[src/rtl/alu_cmd_issue.sv]
// alu_cmd_issue: MIPS decode-and-issue stage producing the ALU interface
// (val1 / val2 / EXE_CMD). Reads the register file, builds immediates, keeps a
// 32-entry scoreboard of in-flight writes, stalls on RAW/WAW hazards, and
// presents each decoded command in a registered valid/ready output slot.
// Build option: define ALU_ISSUE_FWD_EN to bypass wb_data into a source operand
// when the only hazard on that source is a pending write completing this cycle.
module alu_cmd_issue #(
  parameter int WORD_LEN    = 32,
  parameter int EXE_CMD_LEN = 4
) (
  input  logic                   clk,
  input  logic                   rst,
  input  logic                   in_valid,
  input  logic [WORD_LEN-1:0]    in_instr,
  output logic                   in_ready,
  output logic [4:0]             rs_addr,
  output logic [4:0]             rt_addr,
  input  logic [WORD_LEN-1:0]    rs_data,
  input  logic [WORD_LEN-1:0]    rt_data,
  input  logic                   wb_valid,
  input  logic [4:0]             wb_dest,
  input  logic [WORD_LEN-1:0]    wb_data,
  input  logic                   flush,
  output logic                   ex_valid,
  input  logic                   ex_ready,
  output logic [WORD_LEN-1:0]    val1,
  output logic [WORD_LEN-1:0]    val2,
  output logic [EXE_CMD_LEN-1:0] EXE_CMD,
  output logic [4:0]             ex_dest,
  output logic                   ex_wb_en,
  output logic                   illegal
);

  // Instruction fields
  logic [5:0]  opcode;
  logic [5:0]  funct;
  logic [4:0]  rs;
  logic [4:0]  rt;
  logic [4:0]  rd;
  logic [15:0] imm16;

  assign opcode  = in_instr[31:26];
  assign rs      = in_instr[25:21];
  assign rt      = in_instr[20:16];
  assign rd      = in_instr[15:11];
  assign imm16   = in_instr[15:0];
  assign funct   = in_instr[5:0];
  assign rs_addr = rs;
  assign rt_addr = rt;

  // Output slot and scoreboard state
  logic                   ex_valid_reg;
  logic [WORD_LEN-1:0]    val1_reg;
  logic [WORD_LEN-1:0]    val2_reg;
  logic [EXE_CMD_LEN-1:0] exe_cmd_reg;
  logic [4:0]             ex_dest_reg;
  logic                   ex_wb_en_reg;
  logic                   illegal_reg;
  logic [31:0]            pending_reg;
  logic [31:0]            pending_next;

  // Decode results
  logic                   dec_legal;
  logic [EXE_CMD_LEN-1:0] dec_cmd;
  logic [4:0]             dec_dest;
  logic                   dec_use_rt;
  logic                   dec_is_imm;
  logic [WORD_LEN-1:0]    dec_imm_val;

  // Decode: classify the instruction, pick command, destination and immediate
  always_comb begin
    dec_legal   = 1'b0;
    dec_cmd     = '0;
    dec_dest    = '0;
    dec_use_rt  = 1'b0;
    dec_is_imm  = 1'b0;
    dec_imm_val = '0;
    if (opcode == 6'h00) begin
      // ALU funct codes 0x20-0x27 plus SLT/SLTU; command is the low funct nibble
      if (((funct >= 6'h20) && (funct <= 6'h27)) || (funct == 6'h2A) || (funct == 6'h2B)) begin
        dec_legal  = 1'b1;
        dec_cmd    = EXE_CMD_LEN'(funct[3:0]);
        dec_dest   = rd;
        dec_use_rt = 1'b1;
      end
    end else if ((opcode >= 6'h08) && (opcode <= 6'h0E)) begin
      dec_legal  = 1'b1;
      dec_cmd    = EXE_CMD_LEN'(opcode[3:0]);
      dec_dest   = rt;
      dec_is_imm = 1'b1;
      // Arithmetic/compare immediates sign-extend (SLTIU too); logical ones zero-extend
      if (opcode <= 6'h0B) begin
        dec_imm_val = {{(WORD_LEN-16){imm16[15]}}, imm16};
      end else begin
        dec_imm_val = {{(WORD_LEN-16){1'b0}}, imm16};
      end
    end
  end

  // Hazard detection against the scoreboard and the not-yet-transferred slot
  logic rs_slot_hit;
  logic rt_slot_hit;
  logic dst_slot_hit;
  logic rs_fwd;
  logic rt_fwd;
  logic rs_haz;
  logic rt_haz;
  logic dst_haz;
  logic hazard;
  logic slot_free;
  logic do_issue;
  logic transfer;
  logic [WORD_LEN-1:0] op1;
  logic [WORD_LEN-1:0] op2;

  assign rs_slot_hit  = ex_valid_reg && ex_wb_en_reg && (ex_dest_reg == rs);
  assign rt_slot_hit  = ex_valid_reg && ex_wb_en_reg && (ex_dest_reg == rt);
  assign dst_slot_hit = ex_valid_reg && ex_wb_en_reg && (ex_dest_reg == dec_dest);

`ifdef ALU_ISSUE_FWD_EN
  // A source waiting only on a pending write that lands this cycle takes wb_data
  assign rs_fwd = pending_reg[rs] && !rs_slot_hit && wb_valid && (wb_dest == rs);
  assign rt_fwd = pending_reg[rt] && !rt_slot_hit && wb_valid && (wb_dest == rt);
`else
  assign rs_fwd = 1'b0;
  assign rt_fwd = 1'b0;
  logic wb_data_unused;
  assign wb_data_unused = ^wb_data;
`endif

  // Register 0 never carries a hazard; destination checked too so WAW stalls
  assign rs_haz  = (rs != 5'd0) && (pending_reg[rs] || rs_slot_hit) && !rs_fwd;
  assign rt_haz  = (rt != 5'd0) && (pending_reg[rt] || rt_slot_hit) && !rt_fwd;
  assign dst_haz = (dec_dest != 5'd0) && (pending_reg[dec_dest] || dst_slot_hit);
  assign hazard  = dec_legal && (rs_haz || (dec_use_rt && rt_haz) || dst_haz);

  assign slot_free = !ex_valid_reg || ex_ready;
  assign in_ready  = in_valid && !hazard && slot_free && !flush;
  assign do_issue  = in_ready && dec_legal;
  // flush beats ex_ready: a flushed entry is never considered transferred
  assign transfer  = ex_valid_reg && ex_ready && !flush;

  assign op1 = rs_fwd ? wb_data : rs_data;
  assign op2 = dec_is_imm ? dec_imm_val : (rt_fwd ? wb_data : rt_data);

  // Output slot: load on issue, drain on transfer, discard on flush
  always_ff @(posedge clk or negedge rst) begin
    if (!rst) begin
      ex_valid_reg <= 1'b0;
      val1_reg     <= '0;
      val2_reg     <= '0;
      exe_cmd_reg  <= '0;
      ex_dest_reg  <= '0;
      ex_wb_en_reg <= 1'b0;
    end else if (flush) begin
      ex_valid_reg <= 1'b0;
    end else if (do_issue) begin
      ex_valid_reg <= 1'b1;
      val1_reg     <= op1;
      val2_reg     <= op2;
      exe_cmd_reg  <= dec_cmd;
      ex_dest_reg  <= dec_dest;
      ex_wb_en_reg <= (dec_dest != 5'd0);
    end else if (ex_ready) begin
      ex_valid_reg <= 1'b0;
    end
  end

  // Illegal pulse: one cycle after an unsupported instruction is consumed
  always_ff @(posedge clk or negedge rst) begin
    if (!rst) begin
      illegal_reg <= 1'b0;
    end else begin
      illegal_reg <= in_ready && !dec_legal;
    end
  end

  // Scoreboard next state per register: a set from a transfer overrides a clear
  genvar gi;
  generate
    for (gi = 0; gi < 32; gi++) begin : g_pending
      if (gi == 0) begin : g_zero
        assign pending_next[gi] = 1'b0;
      end else begin : g_reg
        assign pending_next[gi] =
          (transfer && ex_wb_en_reg && (ex_dest_reg == 5'(gi))) ||
          (pending_reg[gi] && !(wb_valid && (wb_dest == 5'(gi))));
      end
    end
  endgenerate

  // Scoreboard register
  always_ff @(posedge clk or negedge rst) begin
    if (!rst) begin
      pending_reg <= '0;
    end else begin
      pending_reg <= pending_next;
    end
  end

  assign ex_valid = ex_valid_reg;
  assign val1     = val1_reg;
  assign val2     = val2_reg;
  assign EXE_CMD  = exe_cmd_reg;
  assign ex_dest  = ex_dest_reg;
  assign ex_wb_en = ex_wb_en_reg;
  assign illegal  = illegal_reg;

endmodule

[config.mk]
export PLATFORM = sky130hd
export DESIGN_NAME = alu_cmd_issue
export DESIGN_NICKNAME = d
export VERILOG_FILES = /design/src/rtl/alu_cmd_issue.sv
export SDC_FILE = /design/constraint.sdc
export NUM_CORES = 1
export LEC_CHECK = 0
export ABC_AREA = 1
export BUFFER_PORTS_ARGS = -buffer_cell sky130_fd_sc_hd__buf_2
export CORE_MARGIN = 2
export CORE_UTILIZATION = 40
export CTS_BUF_LIST = sky130_fd_sc_hd__clkbuf_8
export DETAILED_ROUTE_END_ITERATION = 8
export PLACE_DENSITY = 0.66
export SETUP_SLACK_MARGIN = 0.3
export SLEW_MARGIN = 30
export SYNTH_ARGS = -nofsm -noshare
export SYNTH_HDL_FRONTEND = slang
export SYNTH_SLANG_ARGS = --single-unit
[constraint.sdc]
create_clock -name clk -period 3.25 [get_ports clk]
set_input_delay 0.65 -clock clk [delete_from_list [all_inputs] [get_ports clk]]
set_output_delay 0.65 -clock clk [all_outputs]
set_load 0.02 [all_outputs]
# [Word level (Yosys, flattened, before mapping)]
# Cells that the tools add are included.
[word_totals] latch_bits=0 elab_cells=300 reg_bits=107 inputBits=139 n_memories=0 rom_bits=0 output_inout_bits=87 mem_bits_rw=0
[classes] n_bitwise=1 multipliers=0 add_sub_neg=0 n_reduce_logical=192 n_eq_ne=67 order_cmp=8 mux=24 div=0 n_shift=0
[ops] cell="$eq A5 B5 Y1 const B" count=32
[ops] cell="$mux W32" count=4
[ops] cell="$logic_and A1 B1 Y1" count=112
[ops] cell="$eq A5 B4 Y1 const B" count=16
[ops] cell="$eq A5 B3 Y1 const B" count=8
[ops] cell="$logic_or A1 B1 Y1" count=39
[ops] cell="$logic_not A1 Y1" count=35
[ops] cell="$eq A5 B2 Y1 const B" count=4
[ops] cell="$lt A5 B6 Y1 const B" count=3
[ops] cell="$bmux W1 S5" count=3
[ops] cell="$eq A5 B5 Y1" count=3
[ops] cell="$mux W5" count=3
[ops] cell="$reduce_bool A5 Y1" count=3
[ops] cell="$eq A6 B6 Y1 const B" count=2
[ops] cell="$le A6 B4 Y1 const B" count=2
[ops] cell="$mux W4" count=3
[ops] cell="$mux W1" count=11
[ops] cell="$eq A5 B1 Y1 const B" count=2
[ops] cell="$ge A6 B4 Y1 const B" count=1
[ops] cell="$ge A6 B6 Y1 const B" count=1
[ops] cell="$le A6 B6 Y1 const B" count=1
[ops] cell="$logic_not A6 Y1" count=1
[ops] cell="$reduce_bool A3 Y1" count=1
[ops] cell="$reduce_and A2 Y1" count=1
[ops] cell="$not A1 Y1" count=1

# [Longest topological paths before layout]
# Gate-level depths: netlist of run 1.
[depth] word_depth=19 mapped_depth=20

# [Worst setup path before layout of run 1]
# Ideal clock, no wire load.
[synth_timing] path_kind="input -> output" startpoint="input port in_instr[28]" endpoint="output port in_ready" t_arrival_ps=2286 cell_stages=15 slack_ps=314 cell_sequence="nor2_1 nand2_2 nor2_8 inv_2 nand2_4 nand2_4 buf_6 xor2_1 nor3_1 nand3_1 nand3_1 nand2_2 buf_4 nand2_1 o21ai_0"
[synth_via] elab_chain_cells=14 elab_cells_between_ends=24
[synth_lines] item="start, declared" line_no="14" source="input logic [WORD_LEN-1:0] in_instr,"
[synth_lines] item="$ge A6 B4 Y1 / $le A6 B4 Y1 (equally long branches)" line_no="86" source="end else if ((opcode >= 6'h08) && (opcode <= 6'h0E)) begin"
[synth_lines] item="$logic_and A1 B1 Y1" line_no="86"
[synth_lines] item="$mux W5" line_no="86"
[synth_lines] item="$mux W5" line_no="78" source="if (opcode == 6'h00) begin"
[synth_lines] item="$bmux W1 S5 / $eq A5 B5 Y1 (equally long branches)" line_no="134, 118"
[synth_lines] item="$mux W1 (not written as such) / $logic_and A1 B1 Y1 (equally long branches)" line_no="134, 118"
[synth_lines] item="$logic_or A1 B1 Y1" line_no="134" source="assign dst_haz = (dec_dest != 5'd0) && (pending_reg[dec_dest] || dst_slot_hit);"
[synth_lines] item="$logic_and A1 B1 Y1" line_no="134"
[synth_lines] item="$logic_or A1 B1 Y1" line_no="135" source="assign hazard = dec_legal && (rs_haz || (dec_use_rt && rt_haz) || dst_haz);"
[synth_lines] item="$logic_and A1 B1 Y1 (*)" line_no="135"
[synth_lines] item="$logic_not A1 Y1 (*)" line_no="138" source="assign in_ready = in_valid && !hazard && slot_free && !flush;"
[synth_lines] item="$logic_and A1 B1 Y1 (*) (3 in series)" line_no="138"
[synth_lines] item="end, declared" line_no="15" source="output logic in_ready,"
# Mark *: on every way between the ends. The rest lies on a longest branch, timed or not. The select of a mux whose other input is x is not followed.

# [Worst setup path in the final report of run 1]
[layout_timing] startpoint="input port in_instr[31]" endpoint="output port in_ready"
# Same word-level chain as after synthesis.

==> out/results.md, run 1 <==
### Status
• **outcome** completed

### Routing
• **remaining routing DRC violations** 0
• **total number of vias** 6841
• **total wire length** 21140 um
• **starting DRC count in detailed routing** 595
• **per-cell via count in the routed design** 5.328
• **average wire per standard cell** 16.46 um
• **antenna viol nets, final** 0
• **drt pass-1 iters** 5

### STA
• **remaining max-slew budget at the tightest pin** 44.61%
• **Setup Skew** 0.02077 ns
• **setup repair after global routing missed its margin** yes
• **upper clock frequency limit** 334.6 MHz
• **Hold Vio Cnt, Final** 0
• **total negative slack** 0 ns
• **Final Max Slew Viols** 0
• **slew at the pin closest to its max-slew limit** 0.8309 ns
• **final-report setup violation count** 0
• **min cycle time layout** 2.989 ns
• **period utilisation layout** 91.97%

### Floorplan
• **io pins** 226
• **full die area** 16960 um2
• **die height** 130.2 um
• **die outline width** 130.2 um
• **row cnt** 46
• **placeable core region** 15710 um2
• **Initial Util** 40.56%

### Finish
• **most common cell after layout, fill and taps aside** nand2_1
• **Layout area overhead** 25.25%
• **fraction of final layout cells sized beyond drive strength 1** 27.25%
• **area of all placed cells without fillers** 7983 um2
• **commonest non-fill, non-tap cells in the layout** nand2_1 (320), buf_2 (185), dfrtp_1 (107)
• **antenna fix cells** 0
• **net count reported at finish** 1202

### Clock tree
• **hold bufs inserted after CTS** 0
• **maximum number of buffers from clock root to sink** 2
• **clock tree from TritonCTS** built
• **number of clock buffers inserted by TritonCTS** 9
• **Worst-Skew Late Latency** 0.40 ns
• **# H-tree levels** 3
• **CTS root buffer** clkbuf_8
• **CTS clock-pin slew for the worst setup and hold paths** 0.12 ns
• **Clock Sink Count** 107

### Critical path
• **worst setup path startpoint** in_instr[31]
• **family with the most delay on the worst path** simple AND/OR/NAND/NOR gates
• **minimum setup slack among reg-to-reg paths** 0.91 ns
• **cell-by-cell trace of the critical path** buf_6 > inv_4 > nand2_8 > nor2_4 > nand2_2 > buf_6 > o22ai_4 > buf_6 > xor2_1 > nor2_1 > nand3_1 > nand3_2 > nand2_2 > nand2_1 > o21ai_1 > buf_4
• **sort of element at the start of the critical path** input port
• **worst-path fanout max** 5
• **Most Frequent Cell on Critical Path** buf_6
• **Reg2Reg Capture Point** ex_valid$_DFFE_PN0P_
• **Worst Path Arrival** 2.34 ns
• **type of the setup path with the least slack** input port to output pin
• **Critical Path Slowest Stage Cell** o22ai_4
• **origin of the critical flop-to-flop path** ex_dest[3]$_DFFE_PN0P_
• **kind of end point of the critical path** output pin
• **crit path buf inv count** 5
• **Worst Reg-to-Reg Cells** 8
• **required time at the worst-slack endpoint** 2.60 ns
• **largest stage delay on the critical path** 0.22 ns

### Placement
• **half-perimeter wire length of the detailed placement result** 14920 um
• **RD Place Congestion** 0.9342
• **IO buf count** 193
• **placed instance area** 7433 um2

### Synth
• **synthesis warning total** 0
• **mean instance size in the synthesized netlist** 7.153 um2
• **synth unique cells** 34
• **synthesized-area fraction occupied by and/or/nand/nor cells** 34.81%
• **number of flip-flops and latches in the synthesized netlist** 107
• **mux cell area share after synthesis** 0%
• **Syn Inst Count** 891
• **xor/xnor cell area share of the yosys netlist** 0.4122%
• **leading post-synthesis cells by cell area** dfrtp_1 (42%), nand2_1 (19%), o21ai_0 (7.5%)
• **arithmetic-cell share of the synthesized area counting full adders, half adders and majority gates** 0%
• **dominant combinational cell family by area after synthesis** simple AND/OR/NAND/NOR gates
• **sequential fraction of the synthesis area** 42.01%
• **Post-Syn Nets** 1030
• **post-synth top area share** 42.01%
• **fraction of the mapped netlist area in compound gates** 13.33%
• **total standard cell area after synthesis** 6374 um2
• **post-synth top area cell** dfrtp_1

### Power and ir drop
• **leakage power of the design** 4.244 nW
• **power density over the cells** 441.5 nW/um2
• **peak supply drop** 0.1982 mV

### GRT
• **vias in the first global route** 6062
• **number of antenna violations at the first check in global routing** 0
• **final global-route overflow total** 0
• **gr usage total** 24.33%
• **pin count of the biggest net entering global routing** 76
• **global-route wire length before repair** 32480 um

### Run
• **max-cap viol count** 0

### Min path
• **classification of the worst-slack hold path** input port to asynchronous set/reset pin

## metal layers
layer / routed length [um] / global-route usage (%)
met4: 562 / 9.488
met1: 9242 / 34.15
met3: 1700 / 3.690
met5: 0 / 0
met2: 9631 / 37.91
## worst max-delay path by stage
stage | end | slack [ns] | cells after the start
detailed placement | ex_valid$_DFFE_PN0P_ | 0.03 | 19
CTS | in_ready | 0.28 | 16
global placement | ex_valid$_DFFE_PN0P_ | 0.04 | 17
floorplan | in_ready | 0.31 | 15
finish | in_ready | 0.26 | 16
global route | in_ready | 0.12 | 18
## per-stage QoR
stage               total power, W  std cells  setup WS [ns]  util (%)  hold WS (ns)
floorplan                 0.002268        891         0.3139         -        0.3544
global placement          0.002671       1255        0.04172     47.31        0.4477
detailed placement        0.002683       1255        0.02662     47.31        0.4527
CTS                       0.003543       1282         0.2751     50.39        0.2843
global route              0.003723       1284         0.1156     50.80        0.3211
finish                    0.003524       1284         0.2611     50.80        0.2711
## kinds of logic after synthesis
logic type / after synthesis
AND/OR/NAND/NOR: 503
AO/OA/AOI/OAI: 150
buffers and inverters: 128
flip-flops: 107
XOR/XNOR: 3
## layout make-up
cell class                 instances  area, um2
clock buffer                      10      137.6
clock inverter                     6      53.80
fill                            1579       7730
inverter                          62      245.2
multi-input combinational        658       3288
sequential                       107       2678
tap                              216      270.3
timing repair buffer             225       1310
## cells in the mapped netlist, drive strengths merged
library cell    n
xor2            3
o221ai          2
nand3          55
o22ai           6
a22oi           1
a41oi           1
clkbuf         27
nor3            4
o2111ai         1
a221oi          4
o21ai          99
dfrtp         107
a21oi          21
nor2           34
buf            39
a31oi           2
o211ai         13
inv            62
nand2         335
nand4          75
## timing repair
action | CTS | global route
hold endpoints to repair | 0 | 0
gates resized for setup | 44 | 14
gates cloned | 2 | 0
endpoints found under the setup margin | 1 | 2
pin swaps | 17 | 7
setup buffers | 9 | 2
## power breakdown
group	total (W)	switching [W]	leakage (nW)	internal [W]
registers	0.00163	0.0000996	1.43	0.00153
logic	0.00106	0.000707	2.71	0.000350
clock network	0.000839	0.000521	0.102	0.000318
total	0.00352	0.00133	4.24	0.00220
Note: power is estimated with default switching activity, not from simulation.
==> run 2: changes to the inputs <==
--- a/config.mk
+++ b/config.mk
@@ -8,10 +8,10 @@
 export ABC_AREA = 1
 export BUFFER_PORTS_ARGS = -buffer_cell sky130_fd_sc_hd__buf_2
 export CORE_MARGIN = 2
-export CORE_UTILIZATION = 40
+export CORE_UTILIZATION = 41
 export CTS_BUF_LIST = sky130_fd_sc_hd__clkbuf_8
 export DETAILED_ROUTE_END_ITERATION = 8
-export PLACE_DENSITY = 0.66
+export PLACE_DENSITY = 0.68
 export SETUP_SLACK_MARGIN = 0.3
 export SLEW_MARGIN = 30
 export SYNTH_ARGS = -nofsm -noshare
==> run 2 against run 1 <==
Global-route usage up 0.28 points. Routed wire length down 2.0%. Non-clock buffer count down 2. First-iteration DRC count up 19%. Highest routed layer unchanged.
==> out/results.md, run 2 (synthesis gave the netlist of run 1 again) <==
### STA
• **final-report setup violation count** 0
• **Setup Skew** 0.01567 ns
• **slew at the pin closest to its max-slew limit** 0.6510 ns
• **Hold Vio Cnt, Final** 0
• **final hold slack** 0.2299 ns
• **min cycle time layout** 3.044 ns
• **period utilisation layout** 93.67%
• **Final Max Slew Viols** 0
• **total negative slack** 0 ns
• **setup repair after global routing missed its margin** yes
• **remaining max-slew budget at the tightest pin** 56.48%
• **upper clock frequency limit** 328.5 MHz

### Clock tree
• **Clock Sink Count** 107
• **CTS root buffer** clkbuf_8
• **Worst-Skew Late Latency** 0.41 ns
• **number of clock buffers inserted by TritonCTS** 9
• **maximum number of buffers from clock root to sink** 2
• **hold bufs inserted after CTS** 0
• **# H-tree levels** 3
• **CTS clock-pin slew for the worst setup and hold paths** 0.11 ns
• **clock tree from TritonCTS** built

### Floorplan
• **row cnt** 45
• **Initial Util** 41.93%
• **full die area** 16560 um2
• **io pins** 226
• **placeable core region** 15200 um2
• **die outline width** 128.7 um
• **die height** 128.7 um

### Placement
• **half-perimeter wire length of the detailed placement result** 14560 um
• **IO buf count** 193
• **Inst Count DP** 1226
• **RD Place Congestion** 0.9248

### Power and ir drop
• **register share of total power** 45.6%
• **Combinational Power Share** 29.7%
• **power density over the cells** 445.3 nW/um2
• **switching fraction of total power** 36.95%
• **sw power** 0.001320 W
• **Power Internal** 0.002252 W
• **peak supply drop** 0.2945 mV
• **leakage power of the design** 4.266 nW
• **share of total power in the clock network** 24.7%

### Critical path
• **cell-by-cell trace of the critical path** buf_6 > inv_2 > nand2_4 > nor2_4 > nand2_4 > buf_12 > o22ai_4 > buf_12 > xor2_1 > nor2_1 > nand3_1 > nand3_2 > nand2_2 > nand2_1 > o21ai_1 > buf_4
• **family with the most delay on the worst path** simple AND/OR/NAND/NOR gates
• **type of the setup path with the least slack** input port to output pin
• **largest stage delay on the critical path** 0.21 ns
• **crit path buf inv count** 5
• **sort of element at the start of the critical path** input port
• **required time at the worst-slack endpoint** 2.60 ns
• **Critical Path Slowest Stage Cell** o22ai_4
• **kind of end point of the critical path** output pin
• **Worst Path Arrival** 2.39 ns
• **worst-path fanout max** 4

### GRT
• **vias in the first global route** 6122
• **gr usage total** 24.61%
• **pin count of the biggest net entering global routing** 64
• **number of antenna violations at the first check in global routing** 0
• **final global-route overflow total** 0
• **global-route wire length before repair** 32190 um

### Routing
• **remaining routing DRC violations** 0
• **drt pass-1 iters** 6
• **per-cell via count in the routed design** 5.462
• **antenna viol nets, final** 0
• **total wire length** 20720 um
• **starting DRC count in detailed routing** 711
• **average wire per standard cell** 16.52 um
• **total number of vias** 6849

### Finish
• **net count reported at finish** 1200
• **final cell count without fillers** 1254
• **fraction of final layout cells sized beyond drive strength 1** 27.86%
• **commonest non-fill, non-tap cells in the layout** nand2_1 (317), buf_2 (184), dfrtp_1 (107)
• **Layout area overhead** 25.83%
• **antenna fix cells** 0
• **most common cell after layout, fill and taps aside** nand2_1
• **filler cell count** 1505

### Status
• **outcome** completed

### Run
• **max-cap viol count** 0

### Min path
• **classification of the worst-slack hold path** input port to asynchronous set/reset pin

[run 2: cell types whose count changed in the layout (fill, tap and decap cells not counted), sizes merged]
cell / previous run / this run
bufinv: 0 / 1
clkinvlp: 0 / 1
buf: 225 / 222
clkinv: 1 / 2
inv: 67 / 65
[run 2: final timing paths]
path	startpoint	endpoint	cells after the start	slack (ns)
worst min-delay path	rst	val1[3]$_DFFE_PN0P_	1	0.23
worst max-delay path	in_instr[30]	in_ready	16	0.21
max in group asynchronous	rst	pending_reg[13]$_DFF_PN0_	2	2.26
min in group clk	flush	ex_valid$_DFFE_PN0P_	2	0.46
worst max register to register	ex_dest[3]$_DFFE_PN0P_	EXE_CMD[3]$_DFFE_PN0P_	9	1.01
worst min register to register	val1[24]$_DFFE_PN0P_	val1[24]$_DFFE_PN0P_	2	0.47
[run 2: timing repair]
item	in CTS	in global routing
setup buffers	1	9
cloned	0	2
resized for setup	8	60
pin swaps	1	25
setup endpoints to repair	1	1
[run 2: power groups by stage]
stage	sequential, W	clock, W	combinational [W]
2_1_floorplan	0.00191	0	0.000355
3_3_place_gp	0.00165	0	0.00102
3_5_place_dp	0.00166	0	0.00103
4_1_cts	0.00163	0.000910	0.00103
5_1_grt	0.00166	0.000946	0.00116
6_report	0.00163	0.000882	0.00106
[run 2: final cells by class]
| class | instances | area [um2] | share of cell area [%] |
|---|---|---|---|
| multi-input combinational | 658 | 3319 | 41.39 |
| timing repair buffer | 223 | 1343 | 16.74 |
| clock buffer | 9 | 123.9 | 1.544 |
| clock inverter | 7 | 83.83 | 1.045 |
| sequential | 107 | 2678 | 33.39 |
| tap | 188 | 235.2 | 2.933 |
| inverter | 62 | 237.7 | 2.964 |
[run 2: through the flow]
| step | area, um2 | setup WS (ns) | util (%) | power, W |
|---|---|---|---|---|
| after floorplan | 6374 | 0.3139 | - | 0.002268 |
| after global placement | 7416 | 0.1765 | 48.78 | 0.002672 |
| after detailed placement | 7416 | 0.1557 | 48.78 | 0.002685 |
| after CTS | 7670 | 0.1974 | 50.45 | 0.003575 |
| after global routing | 8020 | 0.09756 | 52.76 | 0.003759 |
| final | 8020 | 0.2056 | 52.76 | 0.003571 |
[run 2: layer usage]
layer,wire (um),vias up,GRT usage (%)
met5,0,-,0
met4,405,0,8.312
met3,1755,30,4.615
met2,9535,316,38.38
met1,9023,3181,34.62
li1,-,3322,-
[run 2: worst register-to-register path, delay by kind of cell, from the launching register on]
family / cells / cell delay (ns)
simple gates: 4 / 0.49
compound gates: 3 / 0.67
buf+inv: 2 / 0.50
flops: 1 / 0.50
==> run 3: changes to the inputs <==
==> constraint.sdc (replaced) <==
create_clock -name clk -period 3.25 [get_ports clk]
set_input_delay 0.1625 -clock clk [delete_from_list [all_inputs] [get_ports clk]]
set_output_delay 0.1625 -clock clk [all_outputs]
set_load 0.02 [all_outputs]
==> run 3 against run 2 <==
Hold slack got worse by 0.21 ns. Global-route usage decreased by 0.23 points. Register-to-register slack lost 0.20 ns. Design area down 4.7%. Sequential power about the same. Sequential share of layout area rose by 1.6 points. Die area unchanged. Routed wire length shrank 0.80%. Fmax is 11% higher. Non-clock buffer count shrank 9. Critical endpoint unchanged.
==> out/results.md, run 3 (synthesis gave the netlist of run 1 again) <==
### Floorplan
• **die height** 128.7 um
• **die outline width** 128.7 um
• **placeable core region** 15200 um2
• **full die area** 16560 um2
• **io pins** 226
• **Initial Util** 41.93%
• **row cnt** 45

### STA
• **slew at the pin closest to its max-slew limit** 0.6530 ns
• **period utilisation layout** 84.77%
• **upper clock frequency limit** 363.0 MHz
• **total negative slack** 0 ns
• **final-report setup violation count** 0
• **min cycle time layout** 2.755 ns
• **setup repair after global routing missed its margin** no
• **remaining max-slew budget at the tightest pin** 56.35%
• **Final Max Slew Viols** 0
• **Hold Vio Cnt, Final** 0
• **Setup Skew** 0.01960 ns

### GRT
• **vias in the first global route** 6130
• **gr usage total** 24.38%
• **final global-route overflow total** 0
• **number of antenna violations at the first check in global routing** 0
• **pin count of the biggest net entering global routing** 76
• **global-route wire length before repair** 31960 um

### Min path
• **endpoint with the worst hold slack** val1[14]$_DFFE_PN0P_
• **number of instances on the worst hold path** 3
• **startpoint of the most critical hold path** rs_data[14]
• **classification of the worst-slack hold path** input port to register

### Critical path
• **type of the setup path with the least slack** input port to output pin
• **Worst Reg-to-Reg Cells** 10
• **minimum setup slack among reg-to-reg paths** 0.81 ns
• **sort of element at the start of the critical path** input port
• **origin of the critical flop-to-flop path** ex_dest[3]$_DFFE_PN0P_
• **Worst Path Arrival** 2.59 ns
• **required time at the worst-slack endpoint** 3.09 ns
• **kind of end point of the critical path** output pin
• **Reg2Reg Capture Point** val2[20]$_DFFE_PN0P_
• **worst-path fanout max** 75

### Routing
• **average wire per standard cell** 16.54 um
• **total wire length** 20550 um
• **antenna viol nets, final** 0
• **per-cell via count in the routed design** 5.496
• **drt pass-1 iters** 6
• **remaining routing DRC violations** 0
• **total number of vias** 6831
• **starting DRC count in detailed routing** 670

### Finish
• **fraction of final layout cells sized beyond drive strength 1** 23.41%
• **multi-input combinational cell area** 3102 um2
• **commonest non-fill, non-tap cells in the layout** nand2_1 (327), buf_2 (192), dfrtp_1 (107)
• **most common cell after layout, fill and taps aside** nand2_1
• **antenna fix cells** 0
• **Layout area overhead** 19.96%
• **final cell count without fillers** 1243
• **filler cell count** 1582
• **Util after Layout** 50.30%
• **net count reported at finish** 1189
• **storage element area** 2678 um2

### Clock tree
• **clock tree from TritonCTS** built
• **CTS root buffer** clkbuf_8
• **Clock Sink Count** 107
• **number of clock buffers inserted by TritonCTS** 9
• **CTS clock-pin slew for the worst setup and hold paths** 0.11 ns
• **maximum number of buffers from clock root to sink** 2
• **# H-tree levels** 3
• **Worst-Skew Late Latency** 0.39 ns
• **PostCTS Resize Cnt** 0

### Placement
• **half-perimeter wire length of the detailed placement result** 14440 um
• **Inst Count DP** 1217
• **IO buf count** 193
• **RD Place Congestion** 0.9859

### Power and ir drop
• **power density over the cells** 461.9 nW/um2
• **leakage power of the design** 4.161 nW
• **peak supply drop** 0.2992 mV

### Status
• **outcome** completed

### Run
• **max-cap viol count** 0

run 3: changes by cell type in the layout (fill, tap and decap cells not counted), sizes merged:
cell / change
buf: -18
dlygate4sd3: +10
nand2: -2
clkinv: +1
clkinvlp: -1
inv: -1
run 3: area by class of cell:
type                    instances  share of cell area [%]
clock buffers                  10                   1.800
clock inverters                 6                  0.9491
repair buffers                214                   15.55
inverters                      62                   3.044
well taps                     188                   3.076
multi-input cells             656                   40.57
flip-flops and latches        107                   35.02
run 3: repair_timing:
item / CTS / global route
buffers inserted: 0 / 0
endpoints found under the setup margin: 0 / 0
hold buffers: 10 / 0
hold endpoints to repair: 47 / 0
run 3: how the worst max path moves through the flow:
stage                                start                    to  slack (ns)
global route                   in_instr[2]              in_ready        0.30
detailed placement             in_instr[2]  val2[20]$_DFFE_PN0P_        0.46
floorplan           ex_dest[2]$_DFFE_PN0P_              in_ready        1.08
CTS                            in_instr[2]              in_ready        0.56
global placement              in_instr[31]  val2[20]$_DFFE_PN0P_        0.49
finish                         in_instr[2]              in_ready        0.50
run 3: worst max-delay path, stage by stage:
cell     delay [ns]
buf_2          0.09
inv_1          0.09
nand2_1        0.06
nand2_1        0.10
nand2_1        0.08
nor2_1         0.17
nand2_1        0.07
nand2_1        0.42
nand3_1        0.16
nand3_1        0.12
nand3_1        0.09
nand2_1        0.10
nand3_1        0.09
nand2_2        0.11
buf_12         0.30
nand2_1        0.07
o21ai_0        0.08
buf_2          0.20
run 3: per-layer routing:
layer  wire (um)  vias up  share of wire (%)  GRT usage, %
met5           0        -                  0             0
met4         512        0                2.5         8.376
met3        1879       39                9.1         4.574
met2        9390      335                 46         39.06
met1        8772     3157                 43         33.32
li1            -     3300                  -             -
run 3: report_power, final:
part | total, W | internal (W) | switching, W
clock | 0.000868 | 0.000387 | 0.000481
sequential | 0.00163 | 0.00153 | 0.000101
combinational | 0.00103 | 0.000336 | 0.000698
total | 0.00353 | 0.00225 | 0.00128
run 3: metrics by stage:
stage                     hold slack (ns)  total power [W]  setup WS, ns  cell area [um2]
after global routing              0.01501         0.003722        0.3039             7646
after CTS                        0.001645         0.003560        0.5558             7646
final                             0.01850         0.003532        0.4951             7646
after detailed placement           0.1751         0.002682        0.4638             7336
after global placement             0.1773         0.002668        0.4864             7336
after floorplan                   -0.1331         0.002268         1.085             6374
